$ cat src/rtl/fifo_pkg.sv
// -----------------------------------------------------------------------------
// fifo_pkg
//   Constants and helpers shared by the FIFO family (sync_fifo_prog and the
//   dual-clock FIFOs that follow it).
//   Contents:
//     FIFO_DSIZE_DEF / FIFO_ASIZE_DEF : default data width / address width
//     RD_MODE_STD / RD_MODE_FWFT      : values for the FWFT read-mode parameter
//     fifo_clog2()                    : ceil(log2(n)) usable in constant context
// -----------------------------------------------------------------------------
package fifo_pkg;

    localparam int FIFO_DSIZE_DEF = 8;
    localparam int FIFO_ASIZE_DEF = 4;

    localparam int RD_MODE_STD  = 0;
    localparam int RD_MODE_FWFT = 1;

    // ceil(log2(value)); returns 0 for value <= 1.
    function automatic int fifo_clog2(input int value);
        int result;
        int v;
        result = 0;
        v      = value - 1;
        while (v > 0) begin
            result = result + 1;
            v      = v >> 1;
        end
        return result;
    endfunction

endpackage

$ cat src/rtl/fifo_ram.sv
// -----------------------------------------------------------------------------
// fifo_ram
//   Simple dual-port storage for the FIFOs: one write port, one read port,
//   both synchronous to clk. The read data register resets to zero so the
//   FIFO's rdata has a defined value after reset; the array itself is never
//   cleared.
//   Ports:
//     clk, rst_n      : clock, synchronous active-low reset (read register only)
//     we, waddr, wdata: write port
//     re, raddr       : read enable / address, data appears on rdata next cycle
//     rdata           : registered read data (holds when re is low)
// -----------------------------------------------------------------------------
module fifo_ram
    import fifo_pkg::*;
#(
    parameter int DSIZE = FIFO_DSIZE_DEF,
    parameter int DEPTH = 16,
    localparam int AW   = fifo_clog2(DEPTH)
) (
    input  logic             clk,
    input  logic             rst_n,
    input  logic             we,
    input  logic [AW-1:0]    waddr,
    input  logic [DSIZE-1:0] wdata,
    input  logic             re,
    input  logic [AW-1:0]    raddr,
    output logic [DSIZE-1:0] rdata
);

    (* ram_style = "auto" *) logic [DSIZE-1:0] mem [DEPTH];
    logic [DSIZE-1:0] rdata_reg;

    always_ff @(posedge clk) begin
        if (we) begin
            mem[waddr] <= wdata;
        end
    end

    // Read-before-write on an address collision; the FWFT wrapper bypasses
    // the single case where that matters.
    always_ff @(posedge clk) begin
        if (!rst_n) begin
            rdata_reg <= '0;
        end else if (re) begin
            rdata_reg <= mem[raddr];
        end
    end

    assign rdata = rdata_reg;

endmodule

$ cat src/rtl/sync_fifo_prog.sv
// -----------------------------------------------------------------------------
// sync_fifo_prog
//   Single-clock FIFO with occupancy count, programmable almost-full /
//   almost-empty thresholds, sticky overflow/underflow flags and a choice of
//   standard (registered, latency 1) or first-word-fall-through read.
//   Ports:
//     clk, rst_n        : clock, synchronous active-low reset
//     winc, wdata       : write request / data (ignored while wfull)
//     wfull             : count == DEPTH
//     walmost_full      : count >= AF_LEVEL
//     rinc, rdata       : read request / data (ignored while rempty)
//     rempty            : no readable word
//     ralmost_empty     : count <= AE_LEVEL
//     count             : words held, 0..DEPTH
//     overflow/underflow: sticky error flags, cleared by clr_err (set wins)
// -----------------------------------------------------------------------------
module sync_fifo_prog
    import fifo_pkg::*;
#(
    parameter int DSIZE    = FIFO_DSIZE_DEF,
    parameter int ASIZE    = FIFO_ASIZE_DEF,
    parameter int FWFT     = RD_MODE_STD,
    parameter int AF_LEVEL = (1 << ASIZE) - 2,
    parameter int AE_LEVEL = 2
) (
    input  logic             clk,
    input  logic             rst_n,
    input  logic             winc,
    input  logic [DSIZE-1:0] wdata,
    output logic             wfull,
    output logic             walmost_full,
    input  logic             rinc,
    output logic [DSIZE-1:0] rdata,
    output logic             rempty,
    output logic             ralmost_empty,
    output logic [ASIZE:0]   count,
    output logic             overflow,
    output logic             underflow,
    input  logic             clr_err
);

    localparam int             DEPTH   = 1 << ASIZE;
    localparam logic [ASIZE:0] DEPTH_C = (ASIZE + 1)'(DEPTH);
    localparam logic [ASIZE:0] AF_C    = (ASIZE + 1)'(AF_LEVEL);
    localparam logic [ASIZE:0] AE_C    = (ASIZE + 1)'(AE_LEVEL);
    localparam logic [ASIZE:0] ONE_C   = (ASIZE + 1)'(1);

    generate
        if (AF_LEVEL < 1 || AF_LEVEL > DEPTH) begin : g_bad_af_level
            $error("sync_fifo_prog: AF_LEVEL=%0d outside 1..%0d", AF_LEVEL, DEPTH);
        end
        if (AE_LEVEL < 0 || AE_LEVEL > DEPTH - 1) begin : g_bad_ae_level
            $error("sync_fifo_prog: AE_LEVEL=%0d outside 0..%0d", AE_LEVEL, DEPTH - 1);
        end
        if (FWFT != RD_MODE_STD && FWFT != RD_MODE_FWFT) begin : g_bad_fwft
            $error("sync_fifo_prog: FWFT=%0d must be 0 or 1", FWFT);
        end
    endgenerate

    logic [ASIZE-1:0] wptr_reg;
    logic [ASIZE-1:0] rptr_reg;
    logic [ASIZE-1:0] rptr_next;
    logic [ASIZE:0]   count_reg;
    logic [ASIZE:0]   count_next;
    logic             wfull_reg;
    logic             walmost_full_reg;
    logic             rempty_reg;
    logic             ralmost_empty_reg;
    logic             overflow_reg;
    logic             underflow_reg;

    logic             wr_ok;
    logic             rd_ok;
    logic             ram_re;
    logic [ASIZE-1:0] ram_raddr;
    logic [DSIZE-1:0] ram_rdata;

    // A full FIFO refuses writes even when a read frees a slot on the same edge.
    assign wr_ok     = winc & ~wfull_reg;
    assign rd_ok     = rinc & ~rempty_reg;
    assign rptr_next = rptr_reg + ASIZE'(rd_ok);

    always_comb begin
        count_next = count_reg;
        if (wr_ok && !rd_ok) begin
            count_next = count_reg + ONE_C;
        end else if (!wr_ok && rd_ok) begin
            count_next = count_reg - ONE_C;
        end
    end

    // Flags are derived from the next count so they track each accepted op
    // on the very edge it happens.
    always_ff @(posedge clk) begin
        if (!rst_n) begin
            wptr_reg          <= '0;
            rptr_reg          <= '0;
            count_reg         <= '0;
            wfull_reg         <= 1'b0;
            walmost_full_reg  <= 1'b0;
            rempty_reg        <= 1'b1;
            ralmost_empty_reg <= 1'b1;
        end else begin
            if (wr_ok) begin
                wptr_reg <= wptr_reg + 1'b1;
            end
            rptr_reg          <= rptr_next;
            count_reg         <= count_next;
            wfull_reg         <= (count_next == DEPTH_C);
            walmost_full_reg  <= (count_next >= AF_C);
            rempty_reg        <= (count_next == '0);
            ralmost_empty_reg <= (count_next <= AE_C);
        end
    end

    // Sticky error flags: a new error outranks a simultaneous clear.
    always_ff @(posedge clk) begin
        if (!rst_n) begin
            overflow_reg  <= 1'b0;
            underflow_reg <= 1'b0;
        end else begin
            if (winc && wfull_reg) begin
                overflow_reg <= 1'b1;
            end else if (clr_err) begin
                overflow_reg <= 1'b0;
            end
            if (rinc && rempty_reg) begin
                underflow_reg <= 1'b1;
            end else if (clr_err) begin
                underflow_reg <= 1'b0;
            end
        end
    end

    fifo_ram #(
        .DSIZE (DSIZE),
        .DEPTH (DEPTH)
    ) u_ram (
        .clk   (clk),
        .rst_n (rst_n),
        .we    (wr_ok & rst_n),
        .waddr (wptr_reg),
        .wdata (wdata),
        .re    (ram_re),
        .raddr (ram_raddr),
        .rdata (ram_rdata)
    );

    generate
        if (FWFT != RD_MODE_STD) begin : g_fwft
            // The RAM output register doubles as the head-of-queue register:
            // every cycle it re-reads the address the head will occupy after
            // this edge. The only time that word is being written on the same
            // edge (empty FIFO, or last word popped while a new one arrives)
            // the RAM returns stale data, so wdata is captured alongside and
            // selected instead. Both registers hold while the FIFO goes empty
            // so an underflowing read leaves rdata untouched.
            logic             byp_hit_reg;
            logic [DSIZE-1:0] byp_data_reg;

            assign ram_raddr = rptr_next;
            assign ram_re    = (count_next != '0);

            always_ff @(posedge clk) begin
                if (!rst_n) begin
                    byp_hit_reg  <= 1'b0;
                    byp_data_reg <= '0;
                end else if (ram_re) begin
                    byp_hit_reg  <= wr_ok && (wptr_reg == rptr_next);
                    byp_data_reg <= wdata;
                end
            end

            assign rdata = byp_hit_reg ? byp_data_reg : ram_rdata;
        end else begin : g_std
            assign ram_raddr = rptr_reg;
            assign ram_re    = rd_ok;
            assign rdata     = ram_rdata;
        end
    endgenerate

    assign wfull         = wfull_reg;
    assign walmost_full  = walmost_full_reg;
    assign rempty        = rempty_reg;
    assign ralmost_empty = ralmost_empty_reg;
    assign count         = count_reg;
    assign overflow      = overflow_reg;
    assign underflow     = underflow_reg;

endmodule
$ cat config.mk
export PLATFORM = sky130hd
export DESIGN_NAME = sync_fifo_prog
export DESIGN_NICKNAME = d
export VERILOG_FILES = /design/src/rtl/fifo_pkg.sv /design/src/rtl/fifo_ram.sv /design/src/rtl/sync_fifo_prog.sv
export SDC_FILE = /design/constraint.sdc
export NUM_CORES = 1
export LEC_CHECK = 0
export CORE_ASPECT_RATIO = 0.7
export CORE_MARGIN = 1
export CORE_UTILIZATION = 45
export CTS_CLUSTER_DIAMETER = 80
export CTS_CLUSTER_SIZE = 16
export DETAILED_ROUTE_END_ITERATION = 12
export GPL_ROUTABILITY_DRIVEN = 0
export PLACE_DENSITY = 0.71
export SETUP_SLACK_MARGIN = 0.05
export SYNTH_ARGS = -nofsm -noshare
export SYNTH_HDL_FRONTEND = slang
export SYNTH_SLANG_ARGS = --single-unit
$ cat constraint.sdc
create_clock -name clk -period 2.7 [get_ports clk]
set_input_delay 0.54 -clock clk [delete_from_list [all_inputs] [get_ports clk]]
set_output_delay 0.54 -clock clk [all_outputs]
set_load 0.05 [all_outputs]
After elaboration in Yosys (flattened, before gate mapping)
Memory sizes are Yosys's and may differ from the RTL's. A register that Yosys moved wholly into a read port is not among the register bits.
Index checks and enable logic that the tools add are counted.
{"block": "word_totals", "register_bits": 19, "mem_bits_rw": 128, "in_bits": 13, "output_inout_bits": 19, "elab_cells": 39, "n_memories": 1}
{"block": "classes", "n_addsub": 4, "order_cmp": 2, "n_eq_ne": 1, "n_mux": 7, "n_bitwise": 5, "n_reduce_logical": 10}
{"name": "u_ram.mem", "words": 16, "width": 8, "rd": 1, "rd_ports_with_merged_regs": 1, "wr": 1, "line_no": "fifo_ram.sv:30", "text": "(* ram_style = \"auto\" *) logic [DSIZE-1:0] mem [DEPTH];"}
{"operator": "$mux W5", "count": 2}
{"operator": "$add A5 B1 Y5 const B", "count": 1}
{"operator": "$eq A5 B5 Y1 const B", "count": 1}
{"operator": "$ge A5 B4 Y1 const B", "count": 1}
{"operator": "$le A5 B2 Y1 const B", "count": 1}
{"operator": "$logic_not A5 Y1", "count": 1}
{"operator": "$mux W1", "count": 5}
{"operator": "$sub A5 B1 Y5 const B", "count": 1}
{"operator": "$add A4 B1 Y4", "count": 1}
{"operator": "$add A4 B1 Y4 const B", "count": 1}
{"operator": "$logic_and A1 B1 Y1", "count": 4}
{"operator": "$reduce_bool A2 Y1", "count": 2}
{"operator": "$and A1 B1 Y1", "count": 3}
{"operator": "$logic_not A1 Y1", "count": 3}
{"operator": "$not A1 Y1", "count": 2}

Logic depth before layout (Yosys ltp)
Gate-level depths: netlist of run 1.
{"block": "logic_depth", "depth_word": 7, "ltp_mapped": 7, "mapped_depth_nobuf": 6}

Cells and area by module
From an unflattened synthesis of run 1, not the netlist that was laid out.
{"block": "hier_totals", "cells_unflattened": 414, "hier_area_um2": 6266.0}
{"mod": "fifo_ram", "n_inst": 1, "cells_each": 318, "area_each_um2": 5351.4, "seq_area_each_um2": 4003.8}
{"mod": "sync_fifo_prog", "n_inst": 1, "cells_each": 96, "area_each_um2": 914.6, "seq_area_each_um2": 380.4}

Worst setup path after synthesis of run 1
No wires, ideal clock.
{"block": "synth_path", "path_type": "register to register", "startpoint": "reg count_reg[0] (netlist: count[0])", "endpoint": "reg wfull_reg (netlist: wfull)", "setup_time_ps": 88, "t_arrival_ps": 1781, "required_time_ps": 2612, "slack_ps": 831, "path_stages_with_launch": 6, "n_path_buf": 0, "synth_period_minus_slack_ps": 1869, "cell_sequence": "dfxtp_1 -> inv_1 -> ha_1 -> a31oi_1 -> mux2i_2 -> nor4b_2"}
{"block": "synth_between", "elab_chain_cells": 4, "word_cells_on_any_way": 5, "cone_classes": "add/sub (2); eq/ne (1); mux (2)"}
{"element": "start: declaration", "line_no": "sync_fifo_prog.sv:63", "text": "logic [ASIZE:0] count_reg;"}
{"element": "start signal: assignment", "line_no": "sync_fifo_prog.sv:108", "text": "count_reg <= count_next;"}
{"element": "$sub A5 B1 Y5", "line_no": "sync_fifo_prog.sv:88", "text": "count_next = count_reg - ONE_C;"}
{"element": "$mux W5", "line_no": "sync_fifo_prog.sv:87", "text": "end else if (!wr_ok && rd_ok) begin"}
{"element": "$mux W5 *", "line_no": "sync_fifo_prog.sv:85", "text": "if (wr_ok && !rd_ok) begin"}
{"element": "$eq A5 B5 Y1 *", "line_no": "sync_fifo_prog.sv:109", "text": "wfull_reg <= (count_next == DEPTH_C);"}
{"element": "end signal: assignment", "line_no": "sync_fifo_prog.sv:109"}
{"element": "end: declaration", "line_no": "sync_fifo_prog.sv:65", "text": "logic wfull_reg;"}
Mark *: on every way between the ends. The rest lies on a longest branch, timed or not.
A chain may end at the register's enable or synchronous reset.

Final worst setup path of run 1
{"block": "layout_path", "startpoint": "reg count_reg[0] (netlist: count[0])", "endpoint": "out count[0]"}
{"element": "end: declaration", "line_no": "sync_fifo_prog.sv:36", "text": "output logic [ASIZE:0] count,"}
No word-level cell between the ends.

==> results of run 1 <==
-- power by group through the flow --
stage / clock [µW] / combinational (µW) / sequential, µW
after floorplan: 0 / 379 / 2870
after global placement: 0 / 688 / 2750
after detailed placement: 0 / 694 / 2750
after CTS: 2330 / 699 / 2700
after global routing: 2420 / 740 / 2700
final: 2300 / 693 / 2700
-- synthesized netlist by cell type, types with 5 or more instances --
cell / number
mux4_2: 18
mux4_1: 14
dfxtp_1: 27
inv_1: 7
edfxtp_1: 128
nand3_1: 5
a22oi_1: 19
ha_1: 8
a21oi_1: 20
buf_2: 5
nand2_1: 11
nor2_1: 36
and2_1: 5
-- how the worst max path moves through the flow --
stage	start	endpoint	slack (ns)	depth (start not counted)
after global routing	count[0]	count[0]	0.36	1
final	count[0]	count[0]	0.42	1
after detailed placement	rinc	ralmost_empty	0.19	7
after CTS	count[0]	count[0]	0.40	1
after global placement	rinc	wfull	0.35	7
after floorplan	count[0]	wfull	0.83	5
-- metal layers --
layer | GRT usage, % | vias to the layer above | part of all wire (%)
li1 | - | 1494 | -
met1 | 24.7 | 1690 | 44
met2 | 28.4 | 116 | 48
met3 | 4.58 | 20 | 7.0
met4 | 6.87 | 0 | 1.2
met5 | 0 | - | 0
-- cell type report --
type | instances | area (µm²)
Clock inverter | 14 | 153
Multi-Input combinational cell | 169 | 1620
Clock buffer | 18 | 429
Fill cell | 1033 | 5910
Inverter | 8 | 30.0
Timing Repair Buffer | 51 | 473
Sequential cell | 155 | 4390
Tap cell | 185 | 231
-- through the flow --
step                      power (µW)  instance area, µm²  hold slack, ns  util, %
final                           5690                7320           0.494     55.3
after global routing            5870                7320           0.527     55.3
after CTS                       5720                7320           0.501     55.3
after detailed placement        3440                6740           0.486     50.9
after global placement          3430                6740           0.469     50.9
after floorplan                 3250                6150           0.481        -
-- cell families after synthesis --
logic type      after synthesis
simple gates                 72
fa+ha+maj                     8
compound gates               49
buf+inv                      24
mux                          33
xor+xnor                      7
flops                       155
==> results.json, run 1 <==
{
  "status": "finished clean",
  "r2r_start": "rempty",
  "syn-cell-area_um2": 6150,
  "syn_inst": 348,
  "synth_area_leader_cell": "edfxtp_1",
  "seq_area_frac_synth_pct": 71.3,
  "crit_type": "reg -> out",
  "clk_path_buf_depth": 2,
  "synth_fp_nets": 369,
  "p_switching_uw": 1520,
  "drcViolationCount": 0,
  "synth-simple-area-share_pct": 5.68,
  "hold_class": "reg -> reg",
  "ant_nets": 0,
  "synth_cell_types": 41,
  "grt_max_degree": 35,
  "fin_cells": 600,
  "seqPwrFrac_pct": 47.4,
  "critPathRequiredTime_ns": 2.16,
  "core_area_um2": 13200,
  "r2r_end": "ralmost_empty",
  "swShare_pct": 26.7,
  "arrival_ns": 1.74,
  "holdBufCountCts": 0,
  "wl_per_cell_um": 19.8,
  "layout_setup_ws_ns": 0.422,
  "grt_usage_pct": 18.1,
  "num_vias": 3320,
  "cts_tree": "done",
  "grt_pass1_wl_mm": 18.2,
  "initial_core_util_pct": 46.5,
  "synth-compound-area-share_pct": 5.19,
  "first_pass_iters": 5,
  "cts.sinks": 155,
  "ys_seq_elements": 155,
  "hold_viol": 0,
  "synthTopCellsByArea": "edfxtp_1 (63%), dfxtp_1 (8.8%), mux4_2 (6.6%), mux4_1 (6.0%), a22oi_1 (2.3%)",
  "p_leak_uw": 0.00243,
  "synth_ff_type": "edfxtp_1",
  "crit_path_top_delay_cell": "clkdlybuf4s50_1",
  "dp_cells": 568,
  "grt_pass1_vias": 3362,
  "synthArstFlopShare_pct": 0,
  "synth_top_area_share_pct": 62.5,
  "period_minus_slack_ns": 2.28,
  "synth-xor-area-share_pct": 0.997,
  "cp-start-kind": "flop",
  "ir_drop_mv": 0.520,
  "crit_buf_inv": 1,
  "cp_cell_sequence": "clkdlybuf4s50_1",
  "finalSetupViolations": 0,
  "preCtsSetupSlack_ns": 0.190,
  "p_clk_share_pct": 40.4,
  "io_pins": 32,
  "final_cell_mix": "edfxtp_1 (128), nor2_1 (36), clkdlybuf4s50_1 (31), dfxtp_1 (26), a21oi_1 (20)",
  "avgViaCountPerCell": 5.53,
  "largest_reg_flops": 128,
  "slew_viol_final": 0,
  "die-area_um2": 14100,
  "critPathTopFamily": "buffers and inverters",
  "clk_latency_ns": 0.43,
  "syn_area_per_cell_um2": 17.7,
  "cts.clk_slew.worst_paths_ns": 0.07,
  "synth_edf_count": 128,
  "htreeDepth": 4,
  "drive_above_1_share_pct": 18.1,
  "cts_resized": 0,
  "rsz0062_at_grt": "false",
  "hold_depth": 2,
  "clock_skew_ns": 0.00788,
  "period_share_pct": 84.4,
  "r2r_slack_ns": 0.72,
  "drt-total-wl_mm": 11.9,
  "io_buffers": 31,
  "cts_setup_buffers": 0,
  "max_slew.worst_pin.slew_ns": 0.734,
  "synth_top_family_by_area": "multiplexers",
  "final_nets": 423,
  "cpPeakStageDelay_ns": 0.85,
  "synthMuxAreaShare_pct": 12.8,
  "cts-root-buf": "clkbuf_16",
  "rr_worst_depth": 6,
  "dr.first_iter.drc_count": 300,
  "die_h_um": 99.8,
  "p_int_uw": 4170,
  "crit_fanout": 8,
  "synthAdderAreaFrac_pct": 1.63,
  "diodes": 0,
  "antenna_found_initial": 0,
  "combinationalPowerShare_pct": 12.2,
  "gr-total-overflow": 0,
  "dp_hpwl_mm": 7.46,
  "holdPathEnd": "u_ram.rdata[1]",
  "synthToLayoutAreaGrowth_pct": 19.0,
  "maxCapViolCount": 0,
  "slew_headroom_pct": 51.0,
  "ys_warn_count": 0,
  "p_per_area_nw_per_um2": 778,
  "fp.dieW_um": 142,
  "fmax_mhz": 439,
  "layout_commonest_cell": "edfxtp_1",
  "worstSetupEndpointType": "primary output",
  "holdCritStartpoint": "u_ram.rdata[1]",
  "cts_buffers": 17,
  "rows": 35,
  "fin_tns_setup_ns": 0
}
Power figures use the tool's default switching activity.
==> inputs of run 2 (changes only) <==
clock period = 2.25 ns   (was 2.7 ns; I/O delays follow)
==> results.json, run 2 (synthesis gave the netlist of run 1 again) <==
{
  "cp_cell_sequence": "clkdlybuf4s50_1",
  "clk_latency_ns": 0.43,
  "arrival_ns": 1.70,
  "ant_nets": 0,
  "dp_cells": 575,
  "layout_commonest_cell": "edfxtp_1",
  "crit_type": "reg -> out",
  "p_clk_share_pct": 40.5,
  "final_cell_mix": "edfxtp_1 (128), nor2_1 (36), clkdlybuf4s50_1 (29), dfxtp_1 (26), buf_4 (23)",
  "swShare_pct": 26.5,
  "gr-total-overflow": 0,
  "diodes": 0,
  "grt_pass1_vias": 3330,
  "r2r_end": "u_ram.rdata[4]",
  "fmax_mhz": 466,
  "drcViolationCount": 0,
  "fp.dieW_um": 142,
  "grt_usage_pct": 18.2,
  "slew_viol_final": 0,
  "max_slew.worst_pin.slew_ns": 0.593,
  "period_minus_slack_ns": 2.15,
  "p_leak_uw": 0.00249,
  "seq_area_um2": 4390,
  "cpPeakStageDelay_ns": 0.84,
  "htreeDepth": 4,
  "final_nets": 430,
  "r2r_start": "ram_raddr[0]",
  "fin_tns_setup_ns": 0,
  "initial_core_util_pct": 46.5,
  "ir_drop_mv": 0.589,
  "crit_fanout": 5,
  "clock_skew_ns": 0.00940,
  "worstSetupEndpointType": "primary output",
  "avgViaCountPerCell": 5.37,
  "nFillCells": 1024,
  "seqPwrFrac_pct": 47.2,
  "slew_headroom_pct": 60.4,
  "cts_tree": "done",
  "first_pass_iters": 5,
  "finalSetupViolations": 0,
  "synthToLayoutAreaGrowth_pct": 20.5,
  "clk_path_buf_depth": 2,
  "hold_class": "reg -> reg",
  "num_vias": 3262,
  "io_pins": 32,
  "die_h_um": 99.8,
  "dr.first_iter.drc_count": 266,
  "grt_max_degree": 35,
  "r2r_slack_ns": 0.25,
  "multiInputGateArea_um2": 1620,
  "p_per_area_nw_per_um2": 928,
  "rr_worst_depth": 6,
  "drive_above_1_share_pct": 19.7,
  "cts-root-buf": "clkbuf_16",
  "die-area_um2": 14100,
  "core_area_um2": 13200,
  "rsz0062_at_grt": "false",
  "fin_cells": 607,
  "cts.clk_slew.worst_paths_ns": 0.07,
  "maxCapViolCount": 0,
  "p_switching_uw": 1820,
  "antenna_found_initial": 0,
  "hold_depth": 2,
  "hold_viol": 0,
  "cts.sinks": 155,
  "drt-total-wl_mm": 11.8,
  "io_buffers": 31,
  "largest_reg_flops": 128,
  "rows": 35,
  "critPathTopFamily": "buffers and inverters",
  "cp-start-kind": "flop",
  "grt_pass1_wl_mm": 18.4,
  "cts_buffers": 17,
  "holdBufCountCts": 0,
  "status": "finished clean",
  "holdPathEnd": "u_ram.rdata[1]",
  "holdCritStartpoint": "u_ram.rdata[1]",
  "crit_buf_inv": 1,
  "period_share_pct": 95.5,
  "p_int_uw": 5060,
  "critPathRequiredTime_ns": 1.80,
  "wl_per_cell_um": 19.4,
  "dp_hpwl_mm": 7.74,
  "crit_path_top_delay_cell": "clkdlybuf4s50_1",
  "combinationalPowerShare_pct": 12.4
}
run 2: cell types whose count changed in the layout (fill, tap and decap cells not counted), moves of 2 or more:
| cell | before | now |
|---|---|---|
| buf_4 | 19 | 23 |
| buf_12 | 1 | 4 |
| clkdlybuf4s50_1 | 31 | 29 |
| clkinv_4 | 3 | 1 |
| clkinvlp_4 | 0 | 2 |
run 2: cell type report:
cell class	count	area share (%)
inverters	8	0.405
flip-flops and latches	155	59.2
multi-input cells	169	21.8
clock inverters	14	1.96
clock buffers	18	5.93
repair buffers	58	7.61
well taps	185	3.12
run 2: metal layers:
layer | GRT usage (%) | up-vias | routed length [µm]
li1 | - | 1503 | -
met1 | 24.9 | 1665 | 5600
met2 | 28.7 | 79 | 5550
met3 | 3.86 | 15 | 466
met4 | 7.69 | 0 | 153
met5 | 0 | - | 0
run 2: how the worst max path moves through the flow:
stage / from / end / cells past startpoint
after global placement: winc / ralmost_empty / 6
after CTS: count[1] / count[1] / 1
final: count[2] / count[2] / 1
after floorplan: count[0] / wfull / 5
after detailed placement: winc / rempty / 6
after global routing: wfull / wfull / 1
run 2: metrics by stage:
stage / cell area, µm² / hold slack (ns) / power (µW) / setup slack (ns) / util [%]
after floorplan: 6150 / 0.481 / 3900 / 0.381 / -
after global placement: 6830 / 0.467 / 4150 / 0.0837 / 51.6
after detailed placement: 6830 / 0.482 / 4170 / -0.00784 / 51.6
after CTS: 7410 / 0.497 / 6940 / 0.0544 / 56.0
after global routing: 7410 / 0.515 / 7100 / 0.0511 / 56.0
final: 7410 / 0.488 / 6880 / 0.102 / 56.0
run 2: power by group through the flow:
| stage | clock [µW] | combinational [µW] | sequential [µW] |
|---|---|---|---|
| after floorplan | 0 | 455 | 3440 |
| after CTS | 2830 | 859 | 3250 |
| after global routing | 2930 | 914 | 3260 |
| after detailed placement | 0 | 855 | 3310 |
| final | 2780 | 850 | 3250 |
| after global placement | 0 | 843 | 3310 |
run 2: repair_timing:
item,CTS,global route
resized for setup,1,1
buffers inserted,0,0
pin swaps,0,0
endpoints found under the setup margin,1,1
hold endpoints to repair,0,0
==> inputs of run 3 (changes only) <==
HOLD_SLACK_MARGIN = 0.1   (was unset)
==> results of run 3 <==
Same layout as run 2: the final DEF is identical, and so are final timing and power.
